File: src/rtl/logic_unit_pipe_if.sv
`default_nettype none
// ============================================================================
//  Module   : logic_unit_pipe_if
//  Brief    : Operation/result handshake bundle for logic_unit_pipe.
//  Revision : 1.0  initial release
// ============================================================================
interface logic_unit_pipe_if #(
   parameter int WIDTH = 8,
   parameter int CNT_W = 16
);
   logic             in_valid;
   logic             in_ready;
   logic [2:0]       in_op;
   logic             in_chain;
   logic [WIDTH-1:0] in_a;
   logic [WIDTH-1:0] in_b;
   logic             out_valid;
   logic             out_ready;
   logic [WIDTH-1:0] out_data;
   logic             out_zero;
   logic             out_ones;
   logic             out_parity;
   logic [CNT_W-1:0] op_count;

   modport master (
      output in_valid, in_op, in_chain, in_a, in_b, out_ready,
      input  in_ready, out_valid, out_data, out_zero, out_ones, out_parity, op_count
   );

   modport slave (
      input  in_valid, in_op, in_chain, in_a, in_b, out_ready,
      output in_ready, out_valid, out_data, out_zero, out_ones, out_parity, op_count
   );
endinterface
`default_nettype wire

File: src/rtl/logic_unit_pipe.sv
`default_nettype none
// ============================================================================
//  Module   : logic_unit_pipe
//  Brief    : Registered eight-function bitwise gate unit with valid/ready
//             handshake, optional result chaining and saturating op counter.
//  Revision : 1.0  initial release
// ============================================================================
module logic_unit_pipe #(
   parameter int WIDTH = 8,
   parameter int CNT_W = 16
) (
   input  wire logic         clk,
   input  wire logic         rst,
   logic_unit_pipe_if.slave  bus
);

   localparam logic [CNT_W-1:0] c_cnt_max = '1;
   localparam logic [CNT_W-1:0] c_cnt_one = CNT_W'(1);

   logic [WIDTH-1:0] r_out_data;
   logic             r_out_valid;
   logic             r_out_zero;
   logic             r_out_ones;
   logic             r_out_parity;
   logic [WIDTH-1:0] r_last_result;
   logic [CNT_W-1:0] r_op_count;

   logic             w_in_ready;
   logic             w_accept;
   logic [WIDTH-1:0] w_opa;
   logic [WIDTH-1:0] w_result;

   // The slot frees up in the same cycle the consumer drains it.
   assign w_in_ready = ~r_out_valid | bus.out_ready;
   assign w_accept   = bus.in_valid & w_in_ready;
   assign w_opa      = bus.in_chain ? r_last_result : bus.in_a;

   always_comb begin
      w_result = '0;
      case (bus.in_op)
         3'd0:    w_result = ~w_opa;
         3'd1:    w_result = ~bus.in_b;
         3'd2:    w_result = w_opa | bus.in_b;
         3'd3:    w_result = w_opa & bus.in_b;
         3'd4:    w_result = w_opa ^ bus.in_b;
         3'd5:    w_result = ~(w_opa | bus.in_b);
         3'd6:    w_result = ~(w_opa & bus.in_b);
         default: w_result = ~(w_opa ^ bus.in_b);
      endcase
   end

   always_ff @(posedge clk or posedge rst) begin
      if (rst) begin
         r_out_valid   <= 1'b0;
         r_out_data    <= '0;
         r_out_zero    <= 1'b1;
         r_out_ones    <= 1'b0;
         r_out_parity  <= 1'b0;
         r_last_result <= '0;
         r_op_count    <= '0;
      end else if (w_accept) begin
         // Flags come from the new result so they line up with out_data.
         r_out_valid   <= 1'b1;
         r_out_data    <= w_result;
         r_out_zero    <= (w_result == '0);
         r_out_ones    <= &w_result;
         r_out_parity  <= ^w_result;
         r_last_result <= w_result;
         if (r_op_count != c_cnt_max) begin
            r_op_count <= r_op_count + c_cnt_one;
         end
      end else if (r_out_valid && bus.out_ready) begin
         r_out_valid <= 1'b0;
      end
   end

   assign bus.in_ready   = w_in_ready;
   assign bus.out_valid  = r_out_valid;
   assign bus.out_data   = r_out_data;
   assign bus.out_zero   = r_out_zero;
   assign bus.out_ones   = r_out_ones;
   assign bus.out_parity = r_out_parity;
   assign bus.op_count   = r_op_count;

endmodule
`default_nettype wire

File: src/flat_wrapper.sv
// flat-port wrapper written by rule: the top's interface ports become plain ports
module logic_unit_pipe_flat 
#(
   parameter int WIDTH = 8,
   parameter int CNT_W = 16
)
  (clk, rst, bus_in_valid, bus_in_op, bus_in_chain, bus_in_a, bus_in_b, bus_out_ready, bus_in_ready, bus_out_valid, bus_out_data, bus_out_zero, bus_out_ones, bus_out_parity, bus_op_count);
  logic_unit_pipe_if #(.WIDTH(WIDTH), .CNT_W(CNT_W)) bus_i ();
  input  wire logic clk;
  input  wire logic rst;
  input wire logic [$bits(bus_i.in_valid)-1:0] bus_in_valid;
  input wire logic [$bits(bus_i.in_op)-1:0] bus_in_op;
  input wire logic [$bits(bus_i.in_chain)-1:0] bus_in_chain;
  input wire logic [$bits(bus_i.in_a)-1:0] bus_in_a;
  input wire logic [$bits(bus_i.in_b)-1:0] bus_in_b;
  input wire logic [$bits(bus_i.out_ready)-1:0] bus_out_ready;
  output wire logic [$bits(bus_i.in_ready)-1:0] bus_in_ready;
  output wire logic [$bits(bus_i.out_valid)-1:0] bus_out_valid;
  output wire logic [$bits(bus_i.out_data)-1:0] bus_out_data;
  output wire logic [$bits(bus_i.out_zero)-1:0] bus_out_zero;
  output wire logic [$bits(bus_i.out_ones)-1:0] bus_out_ones;
  output wire logic [$bits(bus_i.out_parity)-1:0] bus_out_parity;
  output wire logic [$bits(bus_i.op_count)-1:0] bus_op_count;
  assign bus_i.in_valid = bus_in_valid;
  assign bus_i.in_op = bus_in_op;
  assign bus_i.in_chain = bus_in_chain;
  assign bus_i.in_a = bus_in_a;
  assign bus_i.in_b = bus_in_b;
  assign bus_i.out_ready = bus_out_ready;
  assign bus_in_ready = bus_i.in_ready;
  assign bus_out_valid = bus_i.out_valid;
  assign bus_out_data = bus_i.out_data;
  assign bus_out_zero = bus_i.out_zero;
  assign bus_out_ones = bus_i.out_ones;
  assign bus_out_parity = bus_i.out_parity;
  assign bus_op_count = bus_i.op_count;
  logic_unit_pipe #(.WIDTH(WIDTH), .CNT_W(CNT_W)) u_core (.clk(clk), .rst(rst), .bus(bus_i));
endmodule
File: config.mk
export PLATFORM = sky130hd
export DESIGN_NAME = logic_unit_pipe_flat
export DESIGN_NICKNAME = d
export VERILOG_FILES = /design/src/rtl/logic_unit_pipe_if.sv /design/src/rtl/logic_unit_pipe.sv /design/src/flat_wrapper.sv
export SDC_FILE = /design/constraint.sdc
export NUM_CORES = 1
export LEC_CHECK = 0
export CAP_MARGIN = 20
export CELL_PAD_IN_SITES_DETAIL_PLACEMENT = 1
export CELL_PAD_IN_SITES_GLOBAL_PLACEMENT = 2
export CORE_MARGIN = 8
export CORE_UTILIZATION = 35
export DETAILED_ROUTE_END_ITERATION = 8
export DONT_BUFFER_PORTS = 1
export PLACE_DENSITY = 0.78
export SETUP_SLACK_MARGIN = 0.4
export SYNTH_ARGS = -nofsm -noshare
export SYNTH_HDL_FRONTEND = slang
export SYNTH_SLANG_ARGS = --single-unit
File: constraint.sdc
create_clock -name clk -period 2.2 [get_ports clk]
set_input_delay 0.22 -clock clk [delete_from_list [all_inputs] [get_ports clk]]
set_output_delay 0.22 -clock clk [all_outputs]
set_load 0.005 [all_outputs]
==> metrics.csv, run 1 <==
metric,value,unit
startpoint of the lowest-slack register-to-register path,u_core.r_last_result[6],
critical-path maximum fanout,3,
clock sink total,28,
fin cells,423,
mapped cell area,2510,µm²
Slew @ Worst Pin,0.702,ns
final weighted congestion in routability-driven placement,0.811,
antenna violations before repair,0,
total inserted antenna cells,0,
Combinational Power Share,41.8,%
floorplan die area,10100,µm²
net load switching power,0.000688,W
worst path required time,2.36,ns
instance count of the mapped netlist,282,
power after layout,0.00200,W
number of iterations in the first detailed-routing pass,4,
Critical Path AT,2.63,ns
clock edge transition at the registers on the reported setup and hold paths,0.11,ns
violations in the final reports,negative setup slack,
number of cells on the worst hold path,1,
Die Wd,101,µm
area taken by multi-input logic gates,1750,µm²
crit-path leading delay family,compound AO/OA/AOI/OAI gates,
DRC errors left,0,
starting utilization of the core area,35.4,%
H-tree depth,1,
number of buffers created by CTS,3,
Synth Net Count,331,
Lkg Pwr,1.48,nW
maximum clock frequency,406,MHz
number of synthesized register bits,28,
design internal power,0.00131,W
total count of hold-check failures in the final report,0,
count of cell types in the netlist,57,
maximum clock path buffer count,2,
TritonCTS clock tree,built,
Synth Warn #,0,
share of the clock period used by the worst path,112,%
growth of design area from synthesis to finish,25.2,%
highest-delay cell along the critical path,dfrtp_1,
IO Pins,53,
switching power as a share of total power,34.4,%
VDD IR-drop max,0.279,mV
relative slew slack,53.2,%
depth of the worst register-to-register path,10,
Worst-Skew Late Latency,0.28,ns
count of routing violations after the opening detailed-route iteration,85,
core area,7100,µm²
detail-routed net length per standard cell,19.1,µm
kind of start point of the critical path,flip-flop,
vias in the first global route,2452,
proportion of synthesized flip-flops having asynchronous set or reset,100,%
final count of pins violating max slew,0,
count of nets after finishing,374,
drt via density,5.51,
number of max-capacitance violations reported,0,
min-delay worst type,in -> reg,
first-pass GRT wire length,12.7,mm
final setup violation count,3,
remaining antenna violation count,0,
sequence of cells on the critical path,mux2_4 -> ha_1 -> nand2b_1 -> a21oi_1 -> nor2_1 -> a32o_1 -> ha_1 -> xnor2_1 -> xnor2_1 -> o21ai_1,
HPWL after detailed placement,6.00,mm
count of vias placed by the detailed router,2330,
largest net degree at the start of global routing,32,
grt total ovfl,0,
GRT Overall Usage,15.7,%
setup slack of the critical path after layout,-0.264,ns
setup clock skew after layout,0.00562,ns
fillers,843,
total wirelength of the detailed-routed design,8.06,mm
final core utilization,44.3,%
Site Rows,31,
footprint of the flip-flops and latches,703,µm²
power share of the clock group,21.6,%
largest stage delay on the critical path,0.40,ns
power density over cell area,637,nW/µm²
Critical Path End Type,flip-flop,
most used flip-flop cell after synthesis,dfrtp_1,
RSZ-0062 raised after global routing,true,
endpoint of the most critical register-to-register path,u_core.bus.out_parity,
number of buffers and inverters on the critical path,0,
Crit Path Category,reg -> reg,
"Min Clock Period, post-route",2.46,ns
Port Buffers,0,
cell count after placement,408,
share of cells above drive strength 1,27.5,%
average footprint of a synthesized cell,8.90,µm²
R2R setup slack,-0.26,ns
Die Y,101,µm
proportion of synthesized chip area in sequential cells,28.0,%
root cell of the clock tree,clkbuf_8,
endpoint of the worst hold path,u_core.bus.out_valid,
register share of total power,36.6,%
number of enable flip-flop cells after synthesis,0,
status,"finished, violations left",
hold path start,bus_in_valid,
==> layout by cell type, fill, tap and decap left out, types with 6 or more instances in the layout <==
| master | count |
|---|---|
| a22o_1 | 6 |
| inv_1 | 23 |
| a21oi_1 | 7 |
| nand2b_1 | 8 |
| nor2_1 | 9 |
| xor2_1 | 12 |
| and2_1 | 8 |
| nand4_1 | 7 |
| nand2_1 | 25 |
| dfrtp_1 | 26 |
| ha_1 | 20 |
| o21ai_1 | 6 |
| buf_4 | 48 |
| o21ai_0 | 8 |
| nor3_1 | 11 |
==> routing by layer <==
layer  global-route usage [%]  share of wire [%]  wire (µm)  vias up
li1                         -                  -          -     1113
met1                     18.8                 42       3380     1143
met2                     27.6                 50       4020       70
met3                     4.01                7.2        584        4
met4                     3.26               0.92         74        0
met5                        0                  0          0        -
==> through the flow <==
step	hold slack [ns]	instance area (µm²)	setup WS (ns)	setup TNS, ns
6_report	0.0360	3140	-0.264	-0.368
2_1_floorplan	0.285	2520	-0.144	-0.144
5_1_grt	0.0278	3140	-0.403	-0.765
4_1_cts	0.0282	3050	-0.259	-0.339
3_5_place_dp	0.267	2860	-0.272	-0.406
3_3_place_gp	0.255	2860	-0.190	-0.234
==> how the worst max path moves through the flow <==
stage	end	cells after the start	from
global route	u_core.bus.out_parity	9	u_core.r_last_result[1]
finish	u_core.bus.out_parity	10	u_core.r_last_result[6]
CTS	u_core.bus.out_parity	9	u_core.r_last_result[1]
detailed placement	u_core.bus.out_parity	10	u_core.r_last_result[6]
global placement	u_core.bus.out_parity	9	u_core.r_last_result[1]
floorplan	u_core.bus.out_parity	9	u_core.r_last_result[1]
==> area by class of cell <==
class / instances / area share (%)
repair buffers: 52 / 12.9
clock buffers: 3 / 1.31
flip-flops and latches: 28 / 22.4
well taps: 99 / 3.94
multi-input cells: 216 / 55.7
clock inverters: 1 / 0.955
inverters: 24 / 2.87
==> logic make-up (layout without fill, tap and decap cells) <==
group / after synthesis / after routing / synth area share (%)
and+or+nand+nor: 102 / 102 / 24.2
AOI/OAI and AO/OA: 63 / 63 / 18.3
buffers and inverters: 38 / 80 / 7.17
DFF: 28 / 28 / 28.0
adders and majority gates: 25 / 25 / 12.5
xor gates and xnor gates: 16 / 16 / 5.58
muxes: 10 / 10 / 4.33
==> power groups by stage <==
stage / logic, W / registers [W] / clock network, W
2_1_floorplan: 0.000468 / 0.000715 / 0
3_3_place_gp: 0.000711 / 0.000742 / 0
3_5_place_dp: 0.000735 / 0.000744 / 0
4_1_cts: 0.000793 / 0.000736 / 0.000446
5_1_grt: 0.000928 / 0.000751 / 0.000466
6_report: 0.000838 / 0.000734 / 0.000432
==> repair_timing <==
action,CTS,global route
endpoints found under the setup margin,10,15
hold buffers,1,0
endpoints found under the hold margin,14,0
pin swaps,11,13
gates resized for setup,19,17
setup buffers,7,3
==> worst reg2reg max path, delay by kind of cell, from the launching register on <==
kind	cells	cell delay, ns
AO/OA/AOI/OAI	3	0.57
XOR/XNOR	2	0.32
adder cells (fa/ha/maj)	2	0.53
flip-flops	1	0.40
multiplexers	1	0.28
AND/OR/NAND/NOR	2	0.25
==> registers in the layout, summed over array words and instances (netlist names) <==
| register | flops |
|---|---|
| u_core.bus.out_valid | 1 |
| u_core.r_last_result | 8 |
| u_core.bus.out_ones | 1 |
| u_core.bus.out_zero | 1 |
| u_core.bus.out_parity | 1 |
| u_core.bus.op_count | 16 |
==> cells in the mapped netlist (all sizes together), types with 2 or more instances <==
cell type | number | area (µm²)
a2111oi | 2 | 17.5
a211o | 2 | 17.5
a21oi | 8 | 40.0
a222oi | 3 | 30.0
a22o | 6 | 52.6
a2bb2oi | 2 | 17.5
a31oi | 3 | 18.8
a32o | 2 | 20.0
a32oi | 4 | 35.0
and2 | 8 | 50.1
and3 | 5 | 31.3
and4 | 2 | 20.0
buf | 11 | 78.8
clkbuf | 3 | 11.3
dfrtp | 27 | 676
ha | 25 | 313
inv | 23 | 86.3
mux2 | 4 | 48.8
mux2i | 6 | 60.1
nand2 | 25 | 93.8
nand2b | 10 | 62.6
nand3 | 6 | 42.5
nand4 | 8 | 65.1
nor2 | 10 | 40.0
nor2b | 3 | 26.3
nor3 | 11 | 55.1
nor3b | 3 | 22.5
nor4 | 5 | 46.3
nor4b | 3 | 26.3
o2111ai | 2 | 17.5
o211ai | 2 | 15.0
o21a | 3 | 22.5
o21ai | 15 | 75.1
o221ai | 2 | 17.5
or4b | 2 | 20.0
xnor2 | 4 | 35.0
xor2 | 12 | 105
(Power assumes the default switching activity.)
==> run 2, diff against run 1 <==
--- a/config.mk
+++ b/config.mk
@@ -12,6 +12,7 @@
 export CORE_UTILIZATION = 35
 export DETAILED_ROUTE_END_ITERATION = 8
 export DONT_BUFFER_PORTS = 1
+export HOLD_SLACK_MARGIN = 0.05
 export PLACE_DENSITY = 0.78
 export SETUP_SLACK_MARGIN = 0.4
 export SYNTH_ARGS = -nofsm -noshare
==> run 2 against run 1 <==
- the run still ends with negative setup slack left
- sequential power hardly changed
- non-clock buffer count is 1 higher
- setup slack hardly changed
- clock power hardly changed
- highest routed layer unchanged
- die area stayed put
- largest cell class unchanged
- global-route usage is 0.073 points higher
- cell area is 0.32% higher
- final cell count is 0.24% higher
==> metrics.csv, run 2 (synthesized netlist as in run 1, its figures left out) <==
metric,value,unit,change
number of iterations in the first detailed-routing pass,6,,was 4
starting utilization of the core area,35.4,%,unchanged
number of buffers and inverters on the critical path,0,,unchanged
max reg flops,16,,unchanged
tightest hold margin,0.143,ns,was 0.0360 ns
endpoint of the most critical register-to-register path,u_core.bus.out_parity,,unchanged
maximum clock path buffer count,2,,unchanged
register share of total power,36.6,%,about the same
share of the clock period used by the worst path,112,%,about the same
final weighted congestion in routability-driven placement,0.811,,unchanged
vias in the first global route,2456,,was 2452
share of cells above drive strength 1,27.4,%,was 27.5%
remaining antenna violation count,0,,unchanged
detail-routed net length per standard cell,19.1,µm,about the same
HPWL after detailed placement,6.00,mm,unchanged
R2R setup slack,-0.26,ns,about the same
depth of the worst register-to-register path,10,,unchanged
most common library cell in the layout ignoring fill and taps,buf_4,,unchanged
critical path depth,10,,unchanged
Worst Setup EP,u_core.bus.out_parity,,unchanged
number of max-capacitance violations reported,0,,unchanged
floorplan die area,10100,µm²,unchanged
setup slack of the critical path after layout,-0.263,ns,was -0.264 ns
total inserted antenna cells,0,,unchanged
crit-path leading delay family,compound AO/OA/AOI/OAI gates,,unchanged
clock edge transition at the registers on the reported setup and hold paths,0.11,ns,about the same
power share of the clock group,21.6,%,about the same
net load switching power,0.000690,W,was 0.000688 W
status,"finished, violations left",,unchanged
number of buffers created by CTS,3,,unchanged
violations in the final reports,negative setup slack,,unchanged
GRT Overall Usage,15.8,%,was 15.7%
relative slew slack,53.2,%,about the same
Lkg Pwr,1.49,nW,was 1.48 nW
total count of hold-check failures in the final report,0,,unchanged
power after layout,0.00201,W,was 0.00200 W
Die Y,101,µm,unchanged
Site Rows,31,,unchanged
Critical Path AT,2.63,ns,about the same
power density over cell area,636,nW/µm²,was 637 nW/µm²
final count of pins violating max slew,0,,unchanged
kind of start point of the critical path,flip-flop,,unchanged
core area,7100,µm²,unchanged
count of nets after finishing,375,,was 374
largest net degree at the start of global routing,32,,unchanged
worst slack after detailed placement,-0.272,ns,unchanged
"Min Clock Period, post-route",2.46,ns,about the same
clock sink total,28,,unchanged
DRC errors left,0,,unchanged
grt total ovfl,0,,unchanged
highest-delay cell along the critical path,dfrtp_1,,unchanged
Slew @ Worst Pin,0.701,ns,was 0.702 ns
switching power as a share of total power,34.4,%,about the same
Worst-Skew Late Latency,0.28,ns,about the same
root cell of the clock tree,clkbuf_8,,unchanged
worst path required time,2.36,ns,about the same
first element of the critical path,u_core.r_last_result[6],,unchanged
growth of design area from synthesis to finish,25.6,%,was 25.2%
IO Pins,53,,unchanged
total wirelength of the detailed-routed design,8.08,mm,was 8.06 mm
VDD IR-drop max,0.282,mV,was 0.279 mV
largest stage delay on the critical path,0.40,ns,about the same
TritonCTS clock tree,built,,unchanged
Critical Path End Type,flip-flop,,unchanged
startpoint of the lowest-slack register-to-register path,u_core.r_last_result[6],,unchanged
sequence of cells on the critical path,mux2_4 -> ha_1 -> nand2b_1 -> a21oi_1 -> nor2_1 -> a32o_1 -> ha_1 -> xnor2_1 -> xnor2_1 -> o21ai_1,,unchanged
critical-path maximum fanout,3,,unchanged
first-pass GRT wire length,12.7,mm,about the same
total negative slack,-0.373,ns,was -0.368 ns
maximum clock frequency,406,MHz,about the same
min-delay worst type,in -> reg,,unchanged
Die Wd,101,µm,unchanged
count of routing violations after the opening detailed-route iteration,69,,was 85
RSZ-0062 raised after global routing,true,,unchanged
Port Buffers,0,,unchanged
setup clock skew after layout,0.00346,ns,was 0.00562 ns
drt via density,5.50,,was 5.51
final setup violation count,3,,unchanged
Crit Path Category,reg -> reg,,unchanged
H-tree depth,1,,unchanged
design internal power,0.00132,W,was 0.00131 W
most used cells in the layout excluding fill and tap cells,"buf_4 (48), dfrtp_1 (26), nand2_1 (25), inv_1 (23), ha_1 (20)",,unchanged
Combinational Power Share,41.8,%,about the same
antenna violations before repair,0,,unchanged
count of vias placed by the detailed router,2332,,was 2330
run 2: cell types whose count changed in the layout (fill, tap and decap cells not counted), sizes merged:
cell	before	now
dlygate4sd3	1	2
run 2: worst reg2reg max path: stages, from the launching register on:
cell and delay (ns):
dfrtp_1 0.40, mux2_4 0.28, ha_1 0.20, nand2b_1 0.14, a21oi_1 0.22, nor2_1 0.11
a32o_1 0.28, ha_1 0.33, xnor2_1 0.18, xnor2_1 0.14, o21ai_1 0.07
run 2: area by class of cell:
type / instances / area (µm²)
multi-input cells: 216 / 1750
inverters: 24 / 90.1
fillers: 841 / 3940
clock buffers: 3 / 41.3
flip-flops and latches: 28 / 703
repair buffers: 53 / 414
clock inverters: 1 / 30.0
well taps: 99 / 124
run 2: worst min-delay path by stage:
| stage | start | end | slack, ns | cells past startpoint |
|---|---|---|---|---|
| after global routing | bus_in_valid | u_core.r_last_result[6] | 0.17 | 3 |
| final | bus_in_valid | u_core.r_last_result[6] | 0.14 | 3 |
| after floorplan | rst | u_core.bus.op_count[0] | 0.28 | 1 |
| after CTS | bus_in_valid | u_core.r_last_result[6] | 0.13 | 3 |
| after global placement | rst | u_core.r_last_result[5] | 0.26 | 1 |
| after detailed placement | rst | u_core.r_last_result[3] | 0.27 | 1 |
run 2: metrics by stage:
stage | instances | instance area, µm² | utilization, %
floorplan | 282 | 2520 | -
global placement | 408 | 2860 | 40.3
detailed placement | 408 | 2860 | 40.3
CTS | 421 | 3060 | 43.1
global route | 424 | 3150 | 44.4
finish | 424 | 3150 | 44.4
run 2: per-layer routing:
| layer | routed length (µm) | part of all wire (%) | global-route usage (%) | vias to the layer above |
|---|---|---|---|---|
| met5 | 0 | 0 | 0 | - |
| met1 | 3460 | 43 | 18.9 | 1160 |
| met2 | 4050 | 50 | 27.7 | 54 |
| met4 | 70 | 0.87 | 3.26 | 0 |
| met3 | 503 | 6.2 | 3.94 | 4 |
| li1 | - | - | - | 1114 |
run 2: repair_timing:
action,4_1_cts,5_1_grt
buffers inserted,7,3
gates resized for setup,19,17
gates cloned,0,0
hold endpoints to repair,15,0
setup endpoints to repair,10,15
hold buffers,2,0
pin swaps,11,13
run 2: power by group through the flow:
stage	Sequential (W)	Combinational (W)	Clock, W
3_5_place_dp	0.000744	0.000735	0
6_report	0.000733	0.000839	0.000434
3_3_place_gp	0.000742	0.000711	0
5_1_grt	0.000751	0.000929	0.000466
4_1_cts	0.000736	0.000795	0.000446
2_1_floorplan	0.000715	0.000468	0
